[src/rtl/fc_mac_engine.sv]
// Sequential fully-connected MAC: streams LANES activations per beat against a runtime-loadable
// weight memory for N_OUT neurons. Define FC_MAC_SAT_EN for saturating accumulation with sticky ovf.
module fc_mac_engine #(
    parameter int N_IN  = 108,
    parameter int N_OUT = 2,
    parameter int LANES = 3,
    parameter int IN_W  = 2,
    parameter int W_W   = 3,
    parameter int ACC_W = 12
) (
    input  logic                            clk,
    input  logic                            rst_n,
    input  logic                            start,
    input  logic                            in_valid,
    output logic                            in_ready,
    input  logic [LANES*IN_W-1:0]           in_data,
    input  logic                            w_we,
    input  logic [$clog2(N_OUT*N_IN)-1:0]   w_addr,
    input  logic [W_W-1:0]                  w_data,
    output logic                            out_valid,
    input  logic                            out_ready,
    output logic [N_OUT*ACC_W-1:0]          out_data,
    output logic [N_OUT-1:0]                ovf
);

    localparam int DEPTH  = N_OUT * N_IN;
    localparam int AW     = $clog2(DEPTH);
    localparam int BEATS  = N_IN / LANES;
    localparam int CNT_W  = (BEATS > 1) ? $clog2(BEATS) : 1;
    localparam int PROD_W = IN_W + W_W + 1;
    localparam int SUM_W  = PROD_W + $clog2(LANES) + 1;

    localparam logic [CNT_W-1:0] LAST_BEAT = CNT_W'(BEATS - 1);

    localparam logic [1:0] S_IDLE = 2'd0;
    localparam logic [1:0] S_ACC  = 2'd1;
    localparam logic [1:0] S_DONE = 2'd2;

    logic [1:0]              state;
    logic [CNT_W-1:0]        cnt;
    logic signed [W_W-1:0]   wmem     [DEPTH];
    logic signed [ACC_W-1:0] acc      [N_OUT];
    logic signed [ACC_W-1:0] acc_next [N_OUT];
    logic signed [SUM_W-1:0] lane_sum [N_OUT];

    assign in_ready  = (state == S_ACC);
    assign out_valid = (state == S_DONE);

    for (genvar g = 0; g < N_OUT; g++) begin : g_out
        assign out_data[g*ACC_W +: ACC_W] = acc[g];
    end

    // Weight storage has no reset so loaded coefficients survive rst_n.
    always_ff @(posedge clk) begin
        if (w_we && state == S_IDLE && int'(w_addr) < DEPTH)
            wmem[w_addr] <= w_data;
    end

    always_comb begin
        logic [AW-1:0]            idx;
        logic signed [PROD_W-1:0] act;
        logic signed [PROD_W-1:0] wt;
        idx = '0;
        act = '0;
        wt  = '0;
        for (int o = 0; o < N_OUT; o++) begin
            lane_sum[o] = '0;
            for (int l = 0; l < LANES; l++) begin
                idx = AW'(o*N_IN + int'(cnt)*LANES + l);
                act = PROD_W'({1'b0, in_data[l*IN_W +: IN_W]});
                wt  = PROD_W'(wmem[idx]);
                lane_sum[o] = lane_sum[o] + SUM_W'(act * wt);
            end
        end
    end

`ifdef FC_MAC_SAT_EN
    localparam int EXT_W = ((ACC_W > SUM_W) ? ACC_W : SUM_W) + 1;
    localparam logic signed [EXT_W-1:0] SAT_MAX = {{(EXT_W-ACC_W+1){1'b0}}, {(ACC_W-1){1'b1}}};
    localparam logic signed [EXT_W-1:0] SAT_MIN = {{(EXT_W-ACC_W+1){1'b1}}, {(ACC_W-1){1'b0}}};

    logic [N_OUT-1:0] clamp;
    logic [N_OUT-1:0] ovf_r;

    // Sum is formed one bit wider than either operand so the clamp sees the true value.
    always_comb begin
        logic signed [EXT_W-1:0] ext;
        ext = '0;
        for (int o = 0; o < N_OUT; o++) begin
            ext      = EXT_W'(acc[o]) + EXT_W'(lane_sum[o]);
            clamp[o] = 1'b0;
            if (ext > SAT_MAX) begin
                acc_next[o] = ACC_W'(SAT_MAX);
                clamp[o]    = 1'b1;
            end else if (ext < SAT_MIN) begin
                acc_next[o] = ACC_W'(SAT_MIN);
                clamp[o]    = 1'b1;
            end else begin
                acc_next[o] = ACC_W'(ext);
            end
        end
    end

    always_ff @(posedge clk or negedge rst_n) begin
        if (!rst_n)
            ovf_r <= '0;
        else if (state == S_IDLE && start)
            ovf_r <= '0;
        else if (state == S_ACC && in_valid)
            ovf_r <= ovf_r | clamp;
    end

    assign ovf = ovf_r;
`else
    always_comb begin
        for (int o = 0; o < N_OUT; o++)
            acc_next[o] = acc[o] + ACC_W'(lane_sum[o]);
    end

    assign ovf = '0;
`endif

    always_ff @(posedge clk or negedge rst_n) begin
        if (!rst_n) begin
            state <= S_IDLE;
            cnt   <= '0;
            for (int o = 0; o < N_OUT; o++)
                acc[o] <= '0;
        end else begin
            case (state)
                S_IDLE: begin
                    if (start) begin
                        state <= S_ACC;
                        cnt   <= '0;
                        for (int o = 0; o < N_OUT; o++)
                            acc[o] <= '0;
                    end
                end
                S_ACC: begin
                    if (in_valid) begin
                        for (int o = 0; o < N_OUT; o++)
                            acc[o] <= acc_next[o];
                        if (cnt == LAST_BEAT)
                            state <= S_DONE;
                        else
                            cnt <= cnt + CNT_W'(1);
                    end
                end
                S_DONE: begin
                    if (out_ready)
                        state <= S_IDLE;
                end
                default: state <= S_IDLE;
            endcase
        end
    end

endmodule

[config.mk]
export PLATFORM = sky130hd
export DESIGN_NAME = fc_mac_engine
export DESIGN_NICKNAME = d
export VERILOG_FILES = /design/src/rtl/fc_mac_engine.sv
export SDC_FILE = /design/constraint.sdc
export NUM_CORES = 2
export LEC_CHECK = 0
export CAP_MARGIN = 10
export CELL_PAD_IN_SITES_DETAIL_PLACEMENT = 0
export CELL_PAD_IN_SITES_GLOBAL_PLACEMENT = 1
export CORE_UTILIZATION = 35
export CTS_BUF_LIST = sky130_fd_sc_hd__clkbuf_4
export CTS_CLUSTER_SIZE = 40
export DETAILED_ROUTE_END_ITERATION = 6
export PLACE_DENSITY = 0.57
export REMOVE_ABC_BUFFERS = 1
export SLEW_MARGIN = 20
export SYNTH_ARGS = -nofsm -noshare
export SYNTH_HDL_FRONTEND = slang
export SYNTH_SLANG_ARGS = --single-unit
export TNS_END_PERCENT = 1
[constraint.sdc]
create_clock -name clk -period 10.54 [get_ports clk]
set_input_delay 1.054 -clock clk [delete_from_list [all_inputs] [get_ports clk]]
set_output_delay 1.054 -clock clk [all_outputs]
set_load 0.02 [all_outputs]
== Word-level counts from Yosys, hierarchy flattened ==
Memory sizes are Yosys's and may differ from the RTL's.
Cells that the tools add are included.

* Shift operators: 0
* $add $sub $neg: 12
* Equality and inequality tests: 8
* $lt $le $gt $ge: 1
* Mux-type cells: 14
* Reduce and logical (&&, ||, !) cells: 7
* Div/mod/pow operators: 0
* Multipliers: 7
* Bitwise gates (word level): 0

{| class="wikitable"
|+ Operators with widths
! operator !! number
|-
| $mux 24 || 2
|-
| $pmux 24 s2 || 1
|-
| $mul 3x3->6 || 6
|-
| $add 12x8->12 || 2
|-
| $add 8x2->8 const B || 3
|-
| $mux 6 || 3
|-
| $add 7x6->8 || 2
|-
| $add 6x6->7 || 2
|-
| $pmux 6 s2 || 1
|-
| $add 7x8->8 const A || 1
|-
| $add 8x3->8 const B || 1
|-
| $lt 8x8->1 const B || 1
|-
| $mul 6x2->8 const B || 1
|-
| $mux 2 || 4
|-
| $reduce_and 4->1 || 2
|-
| $add 6x1->6 const B || 1
|-
| $eq 6x6->1 const B || 1
|-
| $ne 2x2->1 const B || 3
|-
| $pmux 2 s3 || 1
|-
| $ne 2x1->1 const B || 2
|-
| $reduce_and 3->1 || 1
|-
| $eq 2x1->1 const B || 1
|-
| $eq 2x2->1 const B || 1
|-
| $logic_and 1x1->1 || 2
|-
| 3 further kinds || 4
|}

* Bits in registers: 32
* Bits in latches: 0
* Input bits: 23
* Bits in writable memories: 648
* Memories kept: 1
* Memory bits (read-only): 0
* Output and inout port bits: 28
* Logic and storage cells: 54

{| class="wikitable"
|+ Memories
! memory !! words !! width !! rd ports !! clocked after memory_dff !! write ports !! line !! RTL
|-
| wmem || 216 || 3 || 6 || 0 || 1 || 41 || <nowiki>logic signed [W_W-1:0] wmem [DEPTH];</nowiki>
|}

== Logic depth before layout (Yosys ltp) ==
An unclocked memory read counts as a cell.

* Depth in word-level cells: 10
* Depth in mapped cells: 43
* Mapped depth without buffers: 38

== Worst setup path after synthesis ==
No wires, ideal clock.

* Path type: flip-flop to flip-flop
* Start point: register cnt[0]
* End point: register acc, in the netlist out_data[23]
* Buffers on the path: 7
* Clock period less this slack: 9105 ps
* Library setup time: 128 ps
* Stages on the path, launching flop included: 39
* Arrival: 8977 ps
* Path slack: 1435 ps
* Required time: 10412 ps
* Path through: dfrtp_1 -> ha_1 -> inv_1 -> fa_1 -> xnor2_2 -> inv_2 -> buf_6 -> buf_2 -> clkbuf_1 -> ha_1 -> buf_2 -> xnor2_2 -> buf_2 -> buf_2 -> buf_2 -> mux4_2 -> mux4_2 -> a211oi_2 -> [3 not listed] -> fa_1 -> inv_1 -> fa_1 -> inv_1 -> fa_1 -> fa_1 -> inv_1 -> ha_1 -> a21o_1 -> a21oi_1 -> o21bai_1 -> a21oi_1 -> o21bai_1 -> a21oi_1 -> o21bai_1 -> a21oi_1 -> xnor2_1 -> o21ai_0

* Longest elaborated chain between the ends: 10
* Elaborated cells on any way between the ends: 13
* Classes of those cells: add/sub: 6; mul: 4; mux: 2; memory: 1

{| class="wikitable"
|+ Ends and longest elaborated chain
! what !! line !! RTL
|-
| start, declared || 40 || <nowiki>logic [CNT_W-1:0] cnt;</nowiki>
|-
| start signal, assigned || 146 || <nowiki>cnt <= cnt + CNT_W'(1);</nowiki>
|-
| $mul 6x2->8 (*) || 69 || <nowiki>idx = AW'(o*N_IN + int'(cnt)*LANES + l);</nowiki>
|-
| $add 7x8->8 (*) || 69 ||
|-
| $add 8x2->8 || 69 ||
|-
| $mem_v2 216x3 (*) || n/a ||
|-
| $mul 3x3->6 || 72 || <nowiki>lane_sum[o] = lane_sum[o] + SUM_W'(act * wt);</nowiki>
|-
| $add 6x6->7 || 72 ||
|-
| $add 7x6->8 (*) || 72 ||
|-
| $add 12x8->12 (*) || 117 || <nowiki>acc_next[o] = acc[o] + ACC_W'(lane_sum[o]);</nowiki>
|-
| $mux 24 (*) || 140 || <nowiki>if (in_valid) begin</nowiki>
|-
| $pmux 24 s2 (*) || 130 || <nowiki>case (state)</nowiki>
|-
| end signal, assigned by index || 142 || <nowiki>acc[o] <= acc_next[o];</nowiki>
|-
| end, declared || 42 || <nowiki>logic signed [ACC_W-1:0] acc [N_OUT];</nowiki>
|}

Every way passes the cells marked *; elsewhere a longest branch is shown, timed or not. The select of a mux whose other input is x is not followed.
A chain may end at the register's enable or synchronous reset.

== Worst setup path after layout ==
Ends and elaborated chain as after synthesis.

==> run summary <==
The global-route congestion overflow total came out at 0. TritonCTS built the clock tree. The first global-routing pass estimated 226000 um of wire. The per-cell via count in the routed design came out at around 6.2. Max-cap violations in this run came to 0. For the pin with the worst max-slew slack, the measured transition is 1200 ps.

In this run the most critical hold path is launched from w_data[1]. The final net count is 3189. The total global routing track utilization is roughly a quarter. The total of endpoints with negative setup slack in the final report came out at 0. The post-layout minimum cycle time is 9630 ps. The total count of hold-check failures in the final report came to 0. The floorplan step defined a die boundary enclosing roughly 130000 um^2. The worst reg2reg path startpoint is cnt[0]. Counting every instance in the synthesized netlist gives between 2000 and 3000. The final standard cell area without fillers is 50400 um^2. The initial cell density of the core came out at between 30% and 40%. The number of DRC markers in iteration 0 is 3973.

The tree is rooted in a sky130_fd_sc_hd__clkbuf_4. During placement, the flow inserted port buffers numbering 48. The number of nets with antenna violations after detailed routing came out at 0.

The count of distinct cell types in the synthesized netlist came out at 77. The maximum fanout along the worst path is 10. The kind of start point of the critical path is a flop. The flop and latch count out of synthesis is 680. The data required time at the worst endpoint is approximately 12000 ps. The data arrival time of the worst path is 10660 ps. Yosys printed 0 warnings. The critical-path cell with the highest stage delay is sky130_fd_sc_hd__xnor2_2. The run finished with clean final reports.

In this run the deepest clock path goes through 3 buffers. Detailed placement ended at an HPWL of about 110000 um. The initial antenna violation count came to 5. In this run, post-CTS repair resized a total of 0 instances. The worst register-to-register path ends at out_data[23]. The cell area reported after detailed placement came out at 47800 um^2. STA classifies the critical path endpoint as a flop. In the routed design, unresolved DRC markers number 0. On the worst path, the slowest cell contributes a delay of 730 ps.

The combined area of the multi-input logic cells came out at 23900 um^2. The number of enable flip-flop cells after synthesis came out at 648. The number of clock buffers inserted by TritonCTS came out at 183.

The per-cell routed wire length came out at 32.2 um. The insertion delay to the later sink of the worst-skew pair is 1240 ps. The final number of max-transition violations was 0.

The clock-pin slew of the registers on the worst-case setup and hold paths is about 70 ps. The final clock period utilization by the worst path is about nine tenths. The most used flip-flop cell after synthesis is sky130_fd_sc_hd__edfxtp_1. The x dimension of the die came out at 363 um. The layout-stage area growth over the synthesis result is 10.2%. Setup repair after global routing left no endpoint under its margin. The synthesized area divided by synthesized cell count came out at 15.4 um^2. The share of flip-flops with an asynchronous set or reset came out at 4.71%. The post-CTS setup-driven buffer insertion count is 0. The maximum number of pins on one net before global-route repair came out at 145.

The type of the most critical hold path is in -> reg. The end point of the most critical hold path is wmem[153][1]. The detailed-routing iteration count for the pre-antenna-repair pass is 6.

The number of vias in the routed layout came out at 30600. The final layout contains routed wiring with a total length of roughly 160000 um. The sequential cell area came out at between 20000 and 25000 um^2.

The sequential area share after synthesis is roughly 44%. The library cell used most frequently in the layout, excluding fill and tap cells, is sky130_fd_sc_hd__edfxtp_1. The worst hold path stage count is 1.

Counting the fill cells in the layout gives 12000. The via count of the first global-routing pass came to 30000. The total area inside the core boundary comes to around 130000 um^2.

Hold repair after CTS inserted 0 buffers. By startpoint and endpoint, the worst setup path is classified as reg -> reg. The die is ~360 um tall.

The number of levels the H-tree was split into is 4. The highest attainable clock frequency came out at 0.104 GHz. The count of cells along the worst register-to-register path came out at 33. For flop-to-flop paths, the worst setup slack is between 900 and 1000 ps. The worst pin sits at a relative slew slack of 19.5%.

For this design, the sink count on the clock tree is 680. Leaving out fill and tap cells, the most frequent cells in the layout are sky130_fd_sc_hd__edfxtp_1 (648), sky130_fd_sc_hd__mux4_2 (612), sky130_fd_sc_hd__nor2_1 (324), sky130_fd_sc_hd__clkbuf_4 (259), sky130_fd_sc_hd__mux2i_1 (211). At the end of routability-driven placement, the weighted congestion stood at 0.917. The number of rows in the core area is between 100 and 150. The combined area of all synthesized cells came out at about 46000 um^2. The top-level port count is 51. Clock skew on the completed layout was measured at 93.9 ps. Of the cells placed in the final design, the portion with a size suffix greater than 1 is 34.5%.
## worst max-delay path, delay by kind of cell, from the launching register on
kind	cells	cell delay, ps
mux	1	510
buf+inv	5	520
simple gates	2	320
fa+ha+maj	9	4220
compound gates	14	2510
xor+xnor	2	860
flops	1	490
## Yosys cell counts, drive strengths merged, types with 49 or more instances
cell      n  share of area, %
clkbuf   71              0.58
mux2i   211               4.6
nor2    328               2.7
mux2     49               1.2
nand2   152               1.3
buf     168               2.4
fa       51               2.2
mux4    622                31
ha       75               2.1
a21oi    89               1.0
o21ai    62              0.68
edfxtp  648                43
inv     107              0.88
xnor2    51               1.2
## worst max-delay path by stage
| stage | cells past startpoint | end | start | slack, ps |
|---|---|---|---|---|
| floorplan | 28 | out_data[10] | cnt[0] | -28490 |
| global placement | 34 | out_data[23] | cnt[0] | 1020 |
| detailed placement | 28 | out_data[11] | cnt[0] | 970 |
| CTS | 33 | out_data[23] | cnt[0] | 950 |
| global route | 32 | out_data[23] | cnt[0] | 420 |
| finish | 33 | out_data[23] | cnt[0] | 910 |
## area by class of cell
cell class / instances / area share [%]
Inverter: 107 / 0.800
Clock buffer: 259 / 3.86
Clock inverter: 72 / 0.951
Multi-Input combinational cell: 1943 / 47.5
Timing Repair Buffer: 125 / 2.35
Tap cell: 1742 / 4.33
Antenna cell: 6 / 0.0298
Sequential cell: 680 / 40.2
## registers in the layout, indices dropped and copies added (netlist names)
register  flops
cnt           6
out_data     24
state         2
wmem        648
## logic make-up (layout without fill, tap and decap cells)
| kind of cell | Yosys count | count (layout) | share of synthesized area (%) |
|---|---|---|---|
| other | 1 | 8 | 0.00821 |
| and+or+nand+nor | 591 | 591 | 5.45 |
| AOI/OAI and AO/OA | 279 | 279 | 4.02 |
| DFF | 680 | 680 | 44.3 |
| buffers and inverters | 346 | 563 | 3.81 |
| xor gates and xnor gates | 61 | 61 | 1.46 |
| muxes | 882 | 882 | 36.6 |
| adders and majority gates | 128 | 128 | 4.33 |
## metrics by stage
stage | utilization [%] | instances | hold WS, ps | TNS (ps) | setup WS (ps)
floorplan | - | 2730 | 532 | -732860 | -28490
global placement | 36.9 | 4595 | 504 | 0 | 1020
detailed placement | 36.9 | 4595 | 508 | 0 | 973
CTS | 38.8 | 4926 | 134 | 0 | 951
global route | 38.9 | 4931 | 176 | 0 | 418
finish | 38.9 | 4934 | 215 | 0 | 908
## routing by layer
layer	part of all wire (%)	global-route usage, %
met2	47	37.9
met1	42	33.7
met3	8.5	4.55
met5	0.013	0
met4	3.3	8.61
Power is not shown: default switching activity piles up to over one toggle a cycle in this logic, so the estimate is an artifact.
